<file path="config.mk">
export PLATFORM = sky130hd
export DESIGN_NAME = bcd2bin_n
export DESIGN_NICKNAME = d
export VERILOG_FILES = /design/src/rtl/bcd2bin_n.sv
export SDC_FILE = /design/constraint.sdc
export NUM_CORES = 1
export LEC_CHECK = 0
export ABC_AREA = 1
export BUFFER_PORTS_ARGS = -buffer_cell sky130_fd_sc_hd__buf_2
export CAP_MARGIN = 20
export CORE_ASPECT_RATIO = 2
export CORE_MARGIN = 2
export CORE_UTILIZATION = 53
export DETAILED_ROUTE_END_ITERATION = 10
export PLACE_DENSITY = 0.75
export SETUP_SLACK_MARGIN = 0.3
export SLEW_MARGIN = 20
export SYNTH_ARGS = -nofsm -noshare
export SYNTH_HDL_FRONTEND = slang
export SYNTH_SLANG_ARGS = --single-unit
export TNS_END_PERCENT = 100
</file>
<file path="constraint.sdc">
create_clock -name clk -period 2.5 [get_ports clk]
set_input_delay 0.25 -clock clk [delete_from_list [all_inputs] [get_ports clk]]
set_output_delay 0.25 -clock clk [all_outputs]
set_load 0.01 [all_outputs]
</file>
<file path="src/rtl/bcd2bin_n.sv">
// Iterative BCD-to-binary converter using reverse double-dabble.
// DIGITS packed BCD digits in, BIN_W-bit registered binary result out.
module bcd2bin_n #(
  parameter int DIGITS = 4,
  parameter int BIN_W  = 14
) (
  input  logic                  clk,
  input  logic                  reset,
  input  logic                  start,
  input  logic [4*DIGITS-1:0]   bcd,
  output logic [BIN_W-1:0]      bin,
  output logic                  err,
  output logic                  ready,
  output logic                  done_tick
);

  localparam int BW = 4 * DIGITS;
  localparam int CW = $clog2(BIN_W + 1);

  typedef enum logic [1:0] {
    S_IDLE,
    S_OP,
    S_BAD,
    S_DONE
  } state_e;

  state_e            state_q, state_d;
  logic [BW-1:0]     bcd_q, bcd_d;
  logic [BIN_W-1:0]  wrk_q, wrk_d;
  logic [BIN_W-1:0]  bin_q, bin_d;
  logic [CW-1:0]     cnt_q, cnt_d;
  logic              err_q, err_d;

  logic [BW+BIN_W-1:0] shf;
  logic [BW-1:0]       shf_bcd;
  logic [BW-1:0]       adj;
  logic                in_bad;

  always_comb begin
    in_bad = 1'b0;
    for (int i = 0; i < DIGITS; i++) begin
      if (bcd[4*i +: 4] > 4'd9) in_bad = 1'b1;
    end
  end

  // One iteration: shift the joint register, then undo the
  // halved decimal carry in every digit that landed at >= 8.
  always_comb begin
    shf     = {bcd_q, wrk_q} >> 1;
    shf_bcd = shf[BIN_W +: BW];
    adj     = '0;
    for (int i = 0; i < DIGITS; i++) begin
      if (shf_bcd[4*i +: 4] >= 4'd8)
        adj[4*i +: 4] = shf_bcd[4*i +: 4] - 4'd3;
      else
        adj[4*i +: 4] = shf_bcd[4*i +: 4];
    end
  end

  always_comb begin
    state_d = state_q;
    bcd_d   = bcd_q;
    wrk_d   = wrk_q;
    bin_d   = bin_q;
    cnt_d   = cnt_q;
    err_d   = err_q;
    unique case (state_q)
      S_IDLE: begin
        if (start) begin
          bcd_d = bcd;
          wrk_d = '0;
          if (in_bad) begin
            cnt_d   = '0;
            state_d = S_BAD;
          end else begin
            cnt_d   = CW'(BIN_W);
            state_d = S_OP;
          end
        end
      end
      S_OP: begin
        bcd_d = adj;
        wrk_d = shf[BIN_W-1:0];
        cnt_d = cnt_q - 1'b1;
        if (cnt_q == CW'(1)) begin
          bin_d   = shf[BIN_W-1:0];
          err_d   = 1'b0;
          state_d = S_DONE;
        end
      end
      S_BAD: begin
        bin_d   = '0;
        err_d   = 1'b1;
        state_d = S_DONE;
      end
      S_DONE: begin
        state_d = S_IDLE;
      end
      default: begin
        state_d = S_IDLE;
      end
    endcase
  end

  always_ff @(posedge clk) begin
    if (reset) begin
      state_q <= S_IDLE;
      bcd_q   <= '0;
      wrk_q   <= '0;
      bin_q   <= '0;
      cnt_q   <= '0;
      err_q   <= 1'b0;
    end else begin
      state_q <= state_d;
      bcd_q   <= bcd_d;
      wrk_q   <= wrk_d;
      bin_q   <= bin_d;
      cnt_q   <= cnt_d;
      err_q   <= err_d;
    end
  end

  assign bin       = bin_q;
  assign err       = err_q;
  assign ready     = (state_q == S_IDLE);
  assign done_tick = (state_q == S_DONE);

endmodule

</file>
==> flow_summary.toml <==
[setup_path]
crit_fanout = 16
cp.arrival_ns = 2.11
start_kind = "flop"
crit_type = "flop to flop"
cp-end-kind = "flop"
rr_worst_depth = 8
required_ns = 2.73

[timing]
report.final.slew_viol_count = 0
hold_viol = 0
max_slew.worst_pin.slew_ns = 0.505
rsz0062_at_grt = "false"
period_share_pct = 75.2
setup_viol = 0
min_period_ns = 1.88
fin_ws_ns = 0.620
clock_skew_ns = 0.00868
fmax_ghz = 0.532
maxSlewHeadroom_pct = 66.3
finalSetupTns_ns = 0

[floorplanning]
io_pins = 36
die_width_um = 52.8
dieArea_um2 = 5360
die_h_um = 102
initial_utilization_pct = 54.8
coreArea_um2 = 4600
rows = 35

[grt]
use_met3_pct = 3.24
track_usage_pct = 22.4
antenna_found_initial = 0
grt_use_met1_pct = 23.6
grt_pass1_vias = 2124
grt_max_degree = 33
met2_usage_pct = 43.1
grt_busiest_layer = "met2"
grt_pass1_wl_um = 9250
overflow = 0

[synthesis]
syn-num-nets = 360
yosys.area.top_type = "dfxtp_1"
synth_area_leaders = "dfxtp_1 40%, a21oi_1 8.1%, nand2_1 7.4%"
syn-cell-area_um2 = 2520
synth-seq-cells = 50
ys_warn_count = 0
netlist_instances = 329
syn_area_per_cell_um2 = 7.66
synth.top_cell.area_share_pct = 39.7
synthArstFlopShare_pct = 0
synthDistinctLibCells = 27
yosysSeqAreaShare_pct = 39.7
synthFlopType = "dfxtp_1"
synth-edff-count = 0

[finish]
num-fill-cells = 450
regArea_um2 = 1000
stdcell_count = 412
diodes = 0
area_growth_pct = 11.6
drive_gt1_share_pct = 21.8
multi_input_area_um2 = 1300
finalNetCount = 387

[run_status]
status = "completed"

[power]
switching_power_w = 0.00121
p_clk_share_pct = 23.2
combPwrFrac_pct = 39.1
leakage_nw = 1.15
p_int_w = 0.00173
power_density_nw_per_um2 = 1040
power.total_w = 0.00294
seq_power_share_pct = 37.7
vdd_drop_max_uv = 625
swShare_pct = 41.1

[placement]
post-dp-hpwl_um = 4040
portBuffers = 35
placedCellCount = 404
routabilityCongestion = 0.777
place_ws_ns = 0.625

[clock_network]
cts_resized = 0
clkTransAtPathRegs_ns = 0.09
clock-sinks = 50
root_buffer = "clkbuf_8"
clock_path_buffers = 2
ctsHoldBuffers = 0
cts_tree = "done"
numCtsBuffers = 5
clock_latency_ns = 0.30
post_cts_buffers = 0
cts_max_level = 2

[routing]
wire_per_inst_um = 13.8
wl_um = 5670
antenna_left = 0
vias_per_cell = 5.55
drt_iter0_markers = 70
drtPass1Iterations = 4
drc = 0
num_vias = 2288

[min_path]
worst_hold_path_type = "input port to flop"
hold-path-cell-count = 3

[job]
cap_violations = 0
-- registers in the layout, summed over array words and instances (netlist names) --
signal	flops
err	1
bcd_q	16
cnt_q	4
bin	14
state_q	2
wrk_q	13
-- per-layer routing --
metal | vias up | wire length (µm)
met5 | - | 0
li1 | 1141 | -
met2 | 58 | 3200
met4 | 0 | 76
met3 | 8 | 195
met1 | 1081 | 2200
-- stage by stage --
stage	hold WS (ns)	util (%)	cell area (µm²)
2_1_floorplan	0.410	-	2520
3_3_place_gp	0.459	58.2	2680
3_5_place_dp	0.458	58.2	2680
4_1_cts	0.229	61.2	2810
5_1_grt	0.251	61.2	2810
6_report	0.233	61.2	2810
-- Yosys cell counts, types with 2 or more instances --
library cell   n
buf_2          5
a21oi_1       41
xor2_1         3
nand2_4        4
o21ai_0       37
nand2_1       50
a21oi_2       10
nand2_2       12
ha_1          12
nor2_1        16
inv_1         24
a31oi_1        3
buf_6          2
inv_2          3
o21bai_1       3
nand3_1       35
dfxtp_1       50
o21ai_1        3
buf_4          3
clkbuf_1       6
-- critical path, stage by stage (launching register included) --
cell,delay [ns]
dfxtp_1,0.39
inv_1,0.08
ha_1,0.22
buf_4,0.21
inv_2,0.24
nand2_4,0.20
nand2_4,0.21
nand3_1,0.10
a21oi_1,0.15
-- cells by family after synthesis --
group / Yosys count / share of synthesized area [%]
fa+ha+maj: 12 / 5.96
xor+xnor: 4 / 1.39
compound gates: 98 / 21.5
flops: 50 / 39.7
simple gates: 119 / 22.6
buf+inv: 46 / 8.78
-- layout by cell type (no fill, tap or decap), types with 4 or more instances in the layout --
| cell | Yosys | routed |
|---|---|---|
| o21ai_0 | 37 | 37 |
| a21oi_1 | 41 | 41 |
| nand2_1 | 50 | 50 |
| buf_2 | 5 | 35 |
| ha_1 | 12 | 12 |
| a21oi_2 | 10 | 10 |
| clkbuf_8 | 0 | 5 |
| nand2_4 | 4 | 4 |
| nand3_1 | 35 | 35 |
| dfxtp_1 | 50 | 50 |
| nand2_2 | 12 | 12 |
| nor2_1 | 16 | 16 |
| inv_1 | 24 | 24 |
-- worst paths after layout --
kind	from	endpoint	slack, ns
worst min-delay path	bcd[12]	bcd_q[12]	0.23
worst max register to register	state_q[1]	bin[11]	0.62
worst min register to register	wrk_q[1]	wrk_q[1]	0.47
worst max-delay path	state_q[1]	bin[11]	0.62
-- area by class of cell --
cell class,count,area share (%)
multi-input combinational,233,46.2
sequential,50,35.6
timing repair buffer,38,7.03
inverter,28,3.91
clock buffer,5,2.45
clock inverter,3,2.45
tap,55,2.45
-- power by group through the flow --
stage / sequential [W] / combinational (W) / clock, W
global placement: 0.00112 / 0.00112 / 0
floorplan: 0.00109 / 0.000993 / 0
global route: 0.00113 / 0.00130 / 0.000711
finish: 0.00111 / 0.00115 / 0.000682
CTS: 0.00111 / 0.00116 / 0.000683
detailed placement: 0.00112 / 0.00115 / 0
Power figures use the tool's default switching activity.
